==> config.mk <==
export PLATFORM = sky130hd
export DESIGN_NAME = mult_share_arbiter
export DESIGN_NICKNAME = d
export VERILOG_FILES = /design/src/rtl/mult_share_pkg.sv /design/src/rtl/cl_rca_mult.sv /design/src/rtl/rr_arb2.sv /design/src/rtl/mult_share_arbiter.sv
export SDC_FILE = /design/constraint.sdc
export NUM_CORES = 2
export LEC_CHECK = 0
export BUFFER_PORTS_ARGS = -buffer_cell sky130_fd_sc_hd__buf_2
export CORE_MARGIN = 5
export CORE_UTILIZATION = 37
export CTS_BUF_LIST = sky130_fd_sc_hd__clkbuf_8
export CTS_CLUSTER_DIAMETER = 150
export DETAILED_ROUTE_END_ITERATION = 6
export PLACE_DENSITY = 0.55
export SLEW_MARGIN = 0
export SYNTH_ARGS = -nofsm -noshare
export SYNTH_HDL_FRONTEND = slang
export SYNTH_SLANG_ARGS = --single-unit
==> constraint.sdc <==
create_clock -name clk -period 97.5 [get_ports clk]
set_input_delay 4.875 -clock clk [delete_from_list [all_inputs] [get_ports clk]]
set_output_delay 4.875 -clock clk [all_outputs]
set_load 0.01 [all_outputs]
==> src/rtl/mult_share_pkg.sv <==
// Shared types and constants for the two-requester multiplier arbiter.
// Imported by the arbiter, the multiplier and the top level.
package mult_share_pkg;

    typedef enum logic [1:0] {
        IDLE    = 2'd0,
        COMPUTE = 2'd1,
        RESP    = 2'd2
    } state_e;

    localparam logic REQ0       = 1'b0;
    localparam logic REQ1       = 1'b1;

    localparam logic MODE_CLMUL = 1'b0;
    localparam logic MODE_INT   = 1'b1;

endpackage

==> src/rtl/cl_rca_mult.sv <==
// Combinational configurable array multiplier: integer (ripple-carry accumulate)
// or carry-less GF(2) product of two WIDTH-bit operands.
module cl_rca_mult
    import mult_share_pkg::*;
#(
    parameter int unsigned WIDTH = 32
) (
    input  logic [WIDTH-1:0]   a,
    input  logic [WIDTH-1:0]   b,
    input  logic               carry,
    output logic [2*WIDTH-1:0] product
);

    logic [2*WIDTH-1:0] a_ext;

    assign a_ext = {{WIDTH{1'b0}}, a};

    // Same shifted partial products either way; only the accumulate operator differs.
    always_comb begin
        product = '0;
        for (int unsigned i = 0; i < WIDTH; i++) begin
            if (b[i]) begin
                if (carry == MODE_INT) begin
                    product = product + (a_ext << i);
                end else begin
                    product = product ^ (a_ext << i);
                end
            end
        end
    end

endmodule

==> src/rtl/rr_arb2.sv <==
// Two-way round-robin grant: a lone requester wins, under contention the one
// that did not win last time wins.
module rr_arb2
    import mult_share_pkg::*;
(
    input  logic clk,
    input  logic rst_n,
    input  logic valid0,
    input  logic valid1,
    input  logic advance,
    output logic grant
);

    logic last_grant;

    always_comb begin
        if (valid0 && valid1) begin
            grant = ~last_grant;
        end else if (valid1) begin
            grant = REQ1;
        end else begin
            grant = REQ0;
        end
    end

    always_ff @(posedge clk or negedge rst_n) begin
        if (!rst_n) begin
            last_grant <= REQ1;
        end else if (advance) begin
            last_grant <= grant;
        end
    end

endmodule

==> src/rtl/mult_share_arbiter.sv <==
// Shares one cl_rca_mult between two requesters: round-robin accept, one
// compute cycle from registered operands, held response tagged with the ID.
module mult_share_arbiter
    import mult_share_pkg::*;
#(
    parameter int unsigned DATA_WIDTH = 32
) (
    input  logic                    clk,
    input  logic                    rst_n,
    input  logic                    req0_valid,
    output logic                    req0_ready,
    input  logic [DATA_WIDTH-1:0]   req0_a,
    input  logic [DATA_WIDTH-1:0]   req0_b,
    input  logic                    req0_carry,
    input  logic                    req1_valid,
    output logic                    req1_ready,
    input  logic [DATA_WIDTH-1:0]   req1_a,
    input  logic [DATA_WIDTH-1:0]   req1_b,
    input  logic                    req1_carry,
    output logic                    rsp_valid,
    input  logic                    rsp_ready,
    output logic [2*DATA_WIDTH-1:0] rsp_data,
    output logic                    rsp_id,
    output logic                    busy
);

    state_e                  state;
    logic                    grant;
    logic                    accept;
    logic [DATA_WIDTH-1:0]   op_a;
    logic [DATA_WIDTH-1:0]   op_b;
    logic                    op_carry;
    logic                    op_id;
    logic [2*DATA_WIDTH-1:0] product;

    assign accept     = (state == IDLE) && (req0_valid || req1_valid);
    assign req0_ready = (state == IDLE) && (grant == REQ0) && req0_valid;
    assign req1_ready = (state == IDLE) && (grant == REQ1) && req1_valid;

    rr_arb2 u_arb (
        .clk     (clk),
        .rst_n   (rst_n),
        .valid0  (req0_valid),
        .valid1  (req1_valid),
        .advance (accept),
        .grant   (grant)
    );

    // Fed only from the operand registers so requesters may change inputs after handshake.
    cl_rca_mult #(
        .WIDTH (DATA_WIDTH)
    ) u_mult (
        .a       (op_a),
        .b       (op_b),
        .carry   (op_carry),
        .product (product)
    );

    always_ff @(posedge clk or negedge rst_n) begin
        if (!rst_n) begin
            state     <= IDLE;
            busy      <= 1'b0;
            op_a      <= '0;
            op_b      <= '0;
            op_carry  <= MODE_CLMUL;
            op_id     <= REQ0;
            rsp_valid <= 1'b0;
            rsp_data  <= '0;
            rsp_id    <= REQ0;
        end else begin
            case (state)
                IDLE: begin
                    if (accept) begin
                        op_a     <= (grant == REQ1) ? req1_a : req0_a;
                        op_b     <= (grant == REQ1) ? req1_b : req0_b;
                        op_carry <= (grant == REQ1) ? req1_carry : req0_carry;
                        op_id    <= grant;
                        state    <= COMPUTE;
                        busy     <= 1'b1;
                    end
                end
                COMPUTE: begin
                    rsp_data  <= product;
                    rsp_id    <= op_id;
                    rsp_valid <= 1'b1;
                    state     <= RESP;
                end
                RESP: begin
                    if (rsp_ready) begin
                        rsp_valid <= 1'b0;
                        state     <= IDLE;
                        busy      <= 1'b0;
                    end
                end
                default: begin
                    state <= IDLE;
                    busy  <= 1'b0;
                end
            endcase
        end
    end

endmodule

==> run summary <==
Syn Inst Count: 11,300
Initial antenna violation count: 22
# fillers: 22,100
Vias per cell: 6.62
Most frequent CP cell: ha_1
CP bufs+invs: 5
Grt ovf: 0
FF-to-FF Start: op_a[10]$_DFFE_PN0P_
Worst-margin pin slew: 1.48 ns
Worst-Skew Late Latency: 0.74 ns
Kind of critical path: reg2reg
Share of cells above drive strength 1: 7.18%
DP Area: 80,900 µm²
Hold_ws: 0.476 ns
Status: complete, no violations
Initial core utilization: 37.1%
Final Hold Viols: 0
CTS clk-pin slew, worst paths: 0.12 ns
Final setup viols: 0
Final worst clock skew: 0.0715 ns
FF/Latch Area: 3480 µm²
Finished Layout Cells: 14,000
Design Area, Final: 81,300 µm²
Crit start category: flip-flop
DRT antenna net count: 0
Initial DRC count: 10,200
Unrepaired setup endpoints after global routing: false
Flops & latches, synth: 136
CTS H-Tree Depth: 4
Sequential fraction of the synthesis area: 4.45%
I/O Buffers: 203
Worst hold start: rsp_data[0]$_DFFE_PN0P_
Placed wire-length estimate: 327,000 µm
WL final: 417,000 µm
First-pass GRT wire length: 596,000 µm
Synth Flop Type: dfrtp_1
Final net count: 12,500
Max Cap Viol: 0
Via count: 92,600
CP startpoint: op_a[10]$_DFFE_PN0P_
Full die area: 216,000 µm²
Mapped cell area: 76,600 µm²
Clock root buffer: clkbuf_8
Max Freq: 16.3 MHz
Row count: 167
Worst Path Max Fanout: 15
Slew headroom: 1.23%
Vias in the first global route: 87,400
Crit-path leading delay family: compound AO/OA/AOI/OAI gates
CTS tree: built
WP data required: 98.05 ns
Post-CTS Setup Inserts: 0
Yosys warnings: 0
Post-CTS sizing: 0
TritonCTS Buffers: 17
IO Count: 204
Inst Count DP: 13,900
Drt first pass iters: 7
Distinct cells, synth: 105
Layout area overhead: 6.20%
Fin crit share: 63.0%
Clock tree sinks: 136
Routability cong.: 1.03
Fin. max-slew vios: 0
Final setup TNS: 0 ns
Post-synth EDFFs: 0
Post-synthesis average cell area: 6.75 µm²
Fin crit period: 61.43 ns
Wire per inst: 29.8 µm
Crit path largest cell delay: 1.21 ns
Net Count, Synth: 12,500
Setup crit end kind: flip-flop
Critical-path top delay cell: a221oi_1
GRT Util Overall: 36.5%
Critical path data arrival time: 61.98 ns
CTS Hold Bufs: 0
Area of the core: 206,000 µm²
Post-synth ARST share: 100%
Drt drc: 0
Die X: 465 µm
Maximum number of pins on one net before global-route repair: 107
Die Span Y: 465 µm
Clk buf depth: 2
HP Class: reg2reg
Multi-input logic area: 69,700 µm²
path summary, 6_finish.rpt:
path,endpoint,slack [ns],depth (start not counted)
worst max-delay path,rsp_data[62]$_DFFE_PN0P_,36.07,234
worst max register to register,rsp_data[62]$_DFFE_PN0P_,36.07,234
min in group asynchronous,op_a[20]$_DFFE_PN0P_,4.09,1
max in group asynchronous,op_carry$_DFFE_PN0P_,91.92,2
worst min-delay path,rsp_data[0]$_DFFE_PN0P_,0.48,2
worst min register to register,rsp_data[0]$_DFFE_PN0P_,0.48,2
layout make-up:
cell class / instances / area share, %
clock buffers: 17 / 0.288
flip-flops and latches: 136 / 4.28
repair buffers: 429 / 3.38
diodes: 8 / 0.0246
multi-input cells: 10300 / 85.7
well taps: 2704 / 4.16
clock inverters: 15 / 0.217
inverters: 412 / 1.91
routing by layer:
| layer | wire length [µm] | global-route usage [%] | vias up |
|---|---|---|---|
| met4 | 34300 | 24.7 | 12 |
| met1 | 167000 | 45.3 | 44500 |
| li1 | - | - | 42100 |
| met5 | 76 | 0 | - |
| met2 | 178000 | 56.9 | 4791 |
| met3 | 37100 | 7.31 | 1190 |
logic make-up (layout without fill, tap and decap cells):
| group | Yosys count | count (layout) | synth area share [%] |
|---|---|---|---|
| compound gates | 4463 | 4463 | 38.1 |
| simple gates | 3676 | 3676 | 22.2 |
| fa+ha+maj | 1068 | 1068 | 17.8 |
| buf+inv | 935 | 873 | 4.68 |
| xor+xnor | 783 | 783 | 8.96 |
| mux | 276 | 276 | 3.77 |
| flops | 136 | 136 | 4.45 |
| other cells | 0 | 8 | 0 |
worst reg2reg max path: cells and delay by family (launching register included):
kind | cells | cell delay (ns)
buf+inv | 5 | 1.13
flops | 1 | 0.61
mux | 7 | 2.27
simple gates | 62 | 11.47
compound gates | 103 | 29.30
xor+xnor | 26 | 5.04
fa+ha+maj | 31 | 11.43
Yosys cell counts, types with 100 or more instances:
cell type     n  area (µm²)
inv_1       396        1490
o21a_1      337        2530
o211ai_1    164        1230
nand2b_1    124         776
and3_1      128         801
nor2_1      993        3730
a21oi_1    1020        5100
a211oi_1    144        1080
nand4_1     122         763
clkbuf_1    378        1420
a21o_1      465        3490
o21ai_0    1086        5440
and2_1      106         663
nand2_1    1267        4760
mux2i_1     179        1790
nand3_1     271        1360
nor3_1      191         956
ha_1       1037       13000
xor2_1      356        3120
or3_1       100         626
xnor2_1     427        3740
o31ai_1     101         758
dfrtp_1     135        3380
a31oi_1     123         769
nor2b_1     150         938
placed cells by master, fill, tap and decap left out, types with 48 or more instances in the layout:
| cell | n |
|---|---|
| a21oi_1 | 1020 |
| nor2b_1 | 149 |
| nand2b_1 | 123 |
| or3_1 | 100 |
| inv_1 | 395 |
| o21bai_1 | 79 |
| dfrtp_1 | 77 |
| buf_2 | 202 |
| dfrtp_2 | 57 |
| o21ai_0 | 1085 |
| and2_1 | 106 |
| o22ai_1 | 65 |
| a22oi_1 | 61 |
| xor2_1 | 356 |
| o31a_1 | 48 |
| nand2_1 | 1267 |
| o211ai_1 | 164 |
| o31ai_1 | 99 |
| and3_1 | 128 |
| a211oi_1 | 143 |
| mux2i_1 | 179 |
| a31oi_1 | 123 |
| buf_4 | 223 |
| nand3_1 | 271 |
| xnor2_1 | 427 |
| mux2_2 | 96 |
| o21a_1 | 337 |
| or2_2 | 48 |
| nand4_1 | 122 |
| nor2_1 | 989 |
| ha_1 | 1037 |
| a21o_1 | 465 |
| a21boi_0 | 81 |
| nor3_1 | 191 |
registers in the layout, indices dropped and copies added, names as in the netlist:
name	flops
busy	1
state	2
op_id	1
rsp_valid	1
op_carry	1
rsp_data	64
u_arb.last_grant	1
rsp_id	1
op_a	32
op_b	32
through the flow:
stage          util (%)  setup slack [ns]
5_1_grt            39.4             33.53
6_report           39.4             36.07
2_1_floorplan         -             52.41
3_3_place_gp       39.2             35.91
3_5_place_dp       39.2             38.01
4_1_cts            39.4             37.78
Power is not shown: default switching activity piles up to over one toggle a cycle in this logic, so the estimate is an artifact.
